--- config.mk ---
export PLATFORM = sky130hd
export DESIGN_NAME = classifier_helpers_band_energy
export DESIGN_NICKNAME = d
export VERILOG_FILES = /design/src/rtl/classifier_helpers_band_energy_pkg.sv /design/src/rtl/classifier_helpers_BandCompare.sv /design/src/rtl/classifier_helpers_band_energy.sv
export SDC_FILE = /design/constraint.sdc
export NUM_CORES = 1
export LEC_CHECK = 0
export CAP_MARGIN = 20
export CORE_AREA = 2 2 459 461
export CTS_BUF_LIST = sky130_fd_sc_hd__clkbuf_16
export DETAILED_ROUTE_END_ITERATION = 10
export DIE_AREA = 0 0 461 463
export GPL_TIMING_DRIVEN = 0
export HOLD_SLACK_MARGIN = 0.12
export PLACE_DENSITY = 0.56
export SKIP_LAST_GASP = 1
export SLEW_MARGIN = 20
export SYNTH_ARGS = -nofsm -noshare
export SYNTH_HDL_FRONTEND = slang
export SYNTH_HIERARCHICAL = 1
export SYNTH_SLANG_ARGS = --single-unit
--- constraint.sdc ---
create_clock -name clk -period 120.2 [get_ports clk]
set_clock_uncertainty 0.1 [all_clocks]
set_input_delay 36.06 -clock clk [delete_from_list [all_inputs] [get_ports clk]]
set_output_delay 36.06 -clock clk [all_outputs]
set_load 0.1 [all_outputs]
--- src/rtl/classifier_helpers_band_energy_pkg.sv ---
// Shared types and sizing helpers for the band-energy stage.
package classifier_helpers_band_energy_pkg;

    typedef enum logic [1:0] {
        IDLE  = 2'd0,
        ACCUM = 2'd1,
        DONE  = 2'd2
    } state_e;

    // Accumulator width that holds n_samples full-scale magnitudes without overflow.
    function automatic int unsigned acc_width(input int unsigned bit_width,
                                              input int unsigned n_samples);
        return bit_width + $clog2(n_samples);
    endfunction

endpackage

--- src/rtl/classifier_helpers_BandCompare.sv ---
// Inclusive unsigned band check: lo <= f <= hi. An inverted band never matches.
module classifier_helpers_BandCompare #(
    parameter int unsigned BIT_WIDTH = 32
) (
    input  logic [BIT_WIDTH-1:0] i_lo,
    input  logic [BIT_WIDTH-1:0] i_hi,
    input  logic [BIT_WIDTH-1:0] i_freq,
    output logic                 o_in_band_c
);

    assign o_in_band_c = (i_freq >= i_lo) && (i_freq <= i_hi);

endmodule

--- src/rtl/classifier_helpers_band_energy.sv ---
// Sums FFT magnitudes of bins inside [cutoff_lo, cutoff_hi], one bin per cycle,
// and reports the band energy with a threshold decision over val/rdy.
module classifier_helpers_band_energy
    import classifier_helpers_band_energy_pkg::*;
#(
    parameter int unsigned BIT_WIDTH = 32,
    parameter int unsigned N_SAMPLES = 16
) (
    input  logic                                              clk,
    input  logic                                              reset,
    input  logic                                              recv_val,
    output logic                                              recv_rdy,
    input  logic [BIT_WIDTH-1:0]                              recv_mag     [N_SAMPLES],
    input  logic [BIT_WIDTH-1:0]                              frequency_in [N_SAMPLES],
    input  logic [BIT_WIDTH-1:0]                              cutoff_lo,
    input  logic [BIT_WIDTH-1:0]                              cutoff_hi,
    input  logic [acc_width(BIT_WIDTH, N_SAMPLES)-1:0]        threshold,
    output logic                                              send_val,
    input  logic                                              send_rdy,
    output logic [acc_width(BIT_WIDTH, N_SAMPLES)-1:0]        send_energy,
    output logic                                              send_class
);

    localparam int unsigned ACC_W = acc_width(BIT_WIDTH, N_SAMPLES);
    localparam int unsigned IDX_W = $clog2(N_SAMPLES);
    localparam logic [IDX_W-1:0] IDX_LAST = IDX_W'(N_SAMPLES - 1);

    generate
        if (N_SAMPLES < 2 || (N_SAMPLES & (N_SAMPLES - 1)) != 0) begin : g_bad_n_samples
            $error("N_SAMPLES must be a power of 2 and at least 2");
        end
    endgenerate

    state_e               r_state;
    state_e               w_state_nxt;
    logic [IDX_W-1:0]     r_idx;
    logic [ACC_W-1:0]     r_acc;
    logic [ACC_W-1:0]     w_acc_nxt;
    logic [BIT_WIDTH-1:0] r_mag  [N_SAMPLES];
    logic [BIT_WIDTH-1:0] r_freq [N_SAMPLES];
    logic [BIT_WIDTH-1:0] r_lo;
    logic [BIT_WIDTH-1:0] r_hi;
    logic [ACC_W-1:0]     r_threshold;
    logic                 r_recv_rdy;
    logic                 r_send_val;
    logic [ACC_W-1:0]     r_send_energy;
    logic                 r_send_class;
    logic                 w_in_band;
    logic                 w_capture;
    logic                 w_last;
    logic                 w_recv_rdy_nxt;
    logic                 w_send_val_nxt;

    classifier_helpers_BandCompare #(
        .BIT_WIDTH (BIT_WIDTH)
    ) u_band_compare (
        .i_lo        (r_lo),
        .i_hi        (r_hi),
        .i_freq      (r_freq[r_idx]),
        .o_in_band_c (w_in_band)
    );

    assign w_acc_nxt = r_acc + (w_in_band ? ACC_W'(r_mag[r_idx]) : '0);

    // State register
    always_ff @(posedge clk) begin
        if (reset) begin
            r_state <= IDLE;
        end else begin
            r_state <= w_state_nxt;
        end
    end

    // Next-state logic
    always_comb begin
        w_state_nxt = r_state;
        case (r_state)
            IDLE:    if (recv_val && r_recv_rdy)   w_state_nxt = ACCUM;
            ACCUM:   if (r_idx == IDX_LAST)        w_state_nxt = DONE;
            DONE:    if (r_send_val && send_rdy)   w_state_nxt = IDLE;
            default:                               w_state_nxt = IDLE;
        endcase
    end

    // Output / control decode; handshake flags are registered from the next state
    always_comb begin
        w_capture      = 1'b0;
        w_last         = 1'b0;
        w_recv_rdy_nxt = (w_state_nxt == IDLE);
        w_send_val_nxt = (w_state_nxt == DONE);
        if (r_state == IDLE && recv_val && r_recv_rdy) begin
            w_capture = 1'b1;
        end
        if (r_state == ACCUM && r_idx == IDX_LAST) begin
            w_last = 1'b1;
        end
    end

    // Datapath and output registers; the final bin lands directly in the result
    always_ff @(posedge clk) begin
        if (reset) begin
            r_idx         <= '0;
            r_acc         <= '0;
            r_recv_rdy    <= 1'b1;
            r_send_val    <= 1'b0;
            r_send_energy <= '0;
            r_send_class  <= 1'b0;
        end else begin
            r_recv_rdy <= w_recv_rdy_nxt;
            r_send_val <= w_send_val_nxt;
            if (w_capture) begin
                r_idx <= '0;
                r_acc <= '0;
            end else if (r_state == ACCUM) begin
                r_idx <= r_idx + IDX_W'(1);
                r_acc <= w_acc_nxt;
            end
            if (w_last) begin
                r_send_energy <= w_acc_nxt;
                r_send_class  <= (w_acc_nxt > r_threshold);
            end
        end
    end

    // Frame snapshot: later input changes cannot disturb the frame in flight
    always_ff @(posedge clk) begin
        if (w_capture) begin
            r_mag       <= recv_mag;
            r_freq      <= frequency_in;
            r_lo        <= cutoff_lo;
            r_hi        <= cutoff_hi;
            r_threshold <= threshold;
        end
    end

    assign recv_rdy    = r_recv_rdy;
    assign send_val    = r_send_val;
    assign send_energy = r_send_energy;
    assign send_class  = r_send_class;

endmodule
==> tab_implementation.tex <==
\begin{tabular}{lr}
\hline
Metric & Value \\
\hline
\multicolumn{2}{l}{\textbf{Clock network}} \\
\quad Number of buffers created by CTS & roughly 150 \\
\quad Resized cells post-CTS & 0 \\
\quad Clk Tree Root Cell & clkbuf\_16 \\
\quad Total setup buffers inserted after CTS & 0 \\
\quad Clock Sink Count & around 1,200 \\
\quad Clock Pin Slew Worst Setup and Hold Paths & 0.06 ns \\
\quad Hold buffer count at CTS & 0 \\
\quad TritonCTS clock tree & built \\
\quad H-tree depth & 4 \\
\quad Clock insertion delay at the later pin of the skew report & just under 0.8 ns \\
\quad Number of buffers on the longest clock path & 3 \\
\multicolumn{2}{l}{\textbf{Floorplan}} \\
\quad Area of the die & $\sim$210,000 um2 \\
\quad Vert. Die Dim & $\sim$460 um \\
\quad CORE AREA & between 200,000 and 250,000 um2 \\
\quad Starting Density & 0.234 \\
\quad \# IOs & 1,167 \\
\quad Floorplan die width & approximately 460 um \\
\quad Row Count & about 170 \\
\multicolumn{2}{l}{\textbf{Routing}} \\
\quad First-pass iteration count of the detailed router & 5 \\
\quad Vias after detailed routing & between 20,000 and 30,000 \\
\quad Final routed wirelength across all metal layers & approximately 200,000 um \\
\quad Post-detailed-route DRC marker count & 0 \\
\quad Routed len/inst & around 29 um \\
\quad Number of nets with antenna violations after routing & 0 \\
\quad Initial detailed-routing violation count & roughly 2,500 \\
\quad Average vias per placed instance & $\sim$4.4 \\
\multicolumn{2}{l}{\textbf{Worst setup path}} \\
\quad Maximum fanout count along the critical path & 17 \\
\quad Standard cell with the maximum stage delay on the critical path & clkdlybuf4s50\_1 \\
\quad Required time at the worst-slack endpoint & 120.57 ns \\
\quad Critical path launch point type & primary input \\
\quad Critical path, cell by cell & clkdlybuf4s50\_1, nand2\_1, nor3\_4, buf\_8, buf\_6, buf\_6, buf\_8, buf\_8, buf\_8, buf\_8, buf\_16, buf\_8, buf\_8, buf\_8, buf\_8, buf\_6, buf\_8, buf\_8, buf\_8 \\
\quad Critical path capture point type & flop \\
\quad Kind of critical path & in -> reg \\
\quad Cell occurring most often along the worst timing path & buf\_8 \\
\quad Critical Path AT & about 40 ns \\
\quad Crit-path max cell delay & 0.46 ns \\
\multicolumn{2}{l}{\textbf{Cells and area}} \\
\quad Area growth syn-to-layout & 43.6\% \\
\quad Most common library cell in the layout ignoring fill and taps & clkdlybuf4s50\_1 \\
\quad Area used by multi-input combinational logic & 12,500 um2 \\
\quad Most used cells in the layout excluding fill and tap cells & clkdlybuf4s50\_1, edfxtp\_1, mux4\_2 \\
\quad Post-layout nets & 5,126 \\
\quad FF/Latch Area & around 35,000 um2 \\
\quad \# fillers & 20,100 \\
\quad Number of cells in the finished layout apart from fillers & 6,810 \\
\quad Share of final-layout standard cells stronger than drive strength 1 & 0.180 \\
\multicolumn{2}{l}{\textbf{Timing}} \\
\quad Final Cycle Share & 0.329 \\
\quad Final-report max-slew violation count & 0 \\
\quad Setup TNS after final layout & 0 ns \\
\quad Final Critical Period & roughly 40 ns \\
\quad Unrepaired setup endpoints after global routing & false \\
\quad Fmax & 25.3 MHz \\
\quad Final hold vios & 0 \\
\quad Worst max-slew margin expressed relative to the limit & 0.244 \\
\quad Setup Viol. Count Final & 0 \\
\quad Slew at the pin with the worst max-slew slack & $\sim$1.1 ns \\
\multicolumn{2}{l}{\textbf{Yosys}} \\
\quad FFs w/ async S/R, synth & 0 \\
\quad Post-synthesis average cell area & 19.8 um2 \\
\quad Post-Syn Area & between 40,000 and 50,000 um2 \\
\quad Count of synthesis-stage warnings from yosys & 6 \\
\quad Gate count after technology mapping & 2,464 \\
\quad Post-synth net total & around 3,700 \\
\quad Ranking of synthesized cells by area & edfxtp\_1, mux4\_2, ha\_1, dfxtp\_1, a21oi\_1 \\
\quad Predominant post-synthesis flop cell & edfxtp\_1 \\
\quad Post-synth top area share & 0.693 \\
\quad Unique masters post-synth & just over 80 \\
\quad Seq/Total Area, Yosys & 0.726 \\
\quad Synth Register Bits & roughly 1,200 \\
\quad Number of synthesized flops with an enable pin & 1,124 \\
\quad Yosys top cell by area & edfxtp\_1 \\
\multicolumn{2}{l}{\textbf{Placement}} \\
\quad Placed cell count & 6,522 \\
\quad DPL Wire Length & $\sim$160,000 um \\
\quad Global placement routability congestion & between 0.8 and 0.9 \\
\quad Port-buffer cells & approximately 1,200 \\
\multicolumn{2}{l}{\textbf{Global routing}} \\
\quad Via count of the first global-routing pass & 31,200 \\
\quad Pin count of the biggest net entering global routing & 19 \\
\quad Overall Global Routing Usage & 0.182 \\
\quad First-pass GRT wire length & 262,000 um \\
\quad Initial antenna violation count & approximately 80 \\
\quad Congestion Overflow GR & 0 \\
\multicolumn{2}{l}{\textbf{Pwr}} \\
\quad LEAKAGE & about 0.024 uW \\
\quad Worst vdd rail ir drop & between 0.01 and 0.015 mV \\
\quad Total power density per cell area & approximately 15 nW/um2 \\
\multicolumn{2}{l}{\textbf{Hold path}} \\
\quad Class of the tightest hold or removal check & reg -> reg \\
\multicolumn{2}{l}{\textbf{Outcome}} \\
\quad Result of the run & finished clean \\
\multicolumn{2}{l}{\textbf{Job}} \\
\quad Number of max-cap violations & 0 \\
\hline
\end{tabular}
-- power breakdown --
part	total [uW]	leakage, uW	internal, uW	switching, uW
Sequential	507	0.0113	497	10.7
Clock	428	0.00235	246	183
Combinational	144	0.0103	74.2	69.4
Total	1080	0.0239	817	263
-- worst paths after layout --
| path | start | end | slack [ns] | depth (start not counted) |
|---|---|---|---|---|
| worst max-delay path | recv_val | r_freq[368] | 80.61 | 19 |
| worst min-delay path | send_energy[5] | send_energy[5] | 0.36 | 2 |
| worst max register to register | r_idx[0] | send_class | 108.91 | 30 |
| worst min register to register | send_energy[5] | send_energy[5] | 0.36 | 2 |
-- worst max-delay path, delay by kind of cell --
family	cells	cell delay [ns]
buffers and inverters	17	3.42
AND/OR/NAND/NOR	2	0.39
-- per-stage QoR --
stage / utilization / total power, uW / hold WS [ns] / setup WS (ns) / instance area [um2]
4_1_cts: 0.335 / 1100 / 0.360 / 80.67 / 69900
5_1_grt: 0.335 / 1120 / 0.381 / 80.45 / 69900
3_5_place_dp: 0.313 / 663 / 0.351 / 79.80 / 65300
2_1_floorplan: - / 625 / 0.330 / 36.33 / 48700
3_3_place_gp: 0.307 / 728 / 0.344 / 11.38 / 63900
6_report: 0.336 / 1080 / 0.357 / 80.61 / 70000
-- sequential cells by signal, summed over array words and instances, names as in the netlist --
register and cells:
r_mag 512, r_idx 4, r_hi 32, send_val 1, r_freq 512, recv_rdy 1, r_state 2, r_acc 36
send_energy 36, r_threshold 36, send_class 1, r_lo 32
-- Yosys cell counts (6+ instances only) --
library cell and instances:
clkbuf_1 56, inv_1 115, nor2_1 48, nand3_1 19, edfxtp_1 1124, a211oi_1 9, a221oi_1 9, and3_1 6
and2_1 36, o21ai_0 35, nand2b_1 6, nor3_1 6, a21o_1 31, xnor2_1 23, nand4_1 19, nor2b_1 9
dfxtp_1 81, nand2_1 103, mux4_2 320, buf_1 10, ha_1 133, a31oi_1 9, xor2_1 11, a21oi_1 88
a22o_1 29, buf_2 28
-- layout make-up --
type	instances	area share
Timing Repair Buffer	1253	0.186
Clock inverter	110	0.0127
Antenna cell	30	0.00107
Inverter	115	0.00617
Clock buffer	148	0.0529
Multi-Input combinational cell	1041	0.178
Tap cell	2805	0.0502
Buffer	103	0.00749
Sequential cell	1205	0.506
-- routing by layer --
| metal | part of all wire | vias up | wire length [um] | global-route usage |
|---|---|---|---|---|
| met5 | 0.0014 | - | 271 | 0 |
| li1 | - | 13000 | - | - |
| met1 | 0.35 | 15300 | 70100 | 0.193 |
| met2 | 0.52 | 1396 | 104000 | 0.330 |
| met3 | 0.090 | 319 | 18100 | 0.0599 |
| met4 | 0.039 | 44 | 7830 | 0.0713 |
-- cell families after synthesis --
| family | count (synthesis) | share of synthesized area |
|---|---|---|
| compound gates | 263 | 0.0364 |
| xor+xnor | 34 | 0.00611 |
| fa+ha+maj | 134 | 0.0346 |
| flops | 1205 | 0.726 |
| buf+inv | 218 | 0.0189 |
| mux | 321 | 0.148 |
| simple gates | 289 | 0.0302 |
Power figures use the tool's default switching activity.
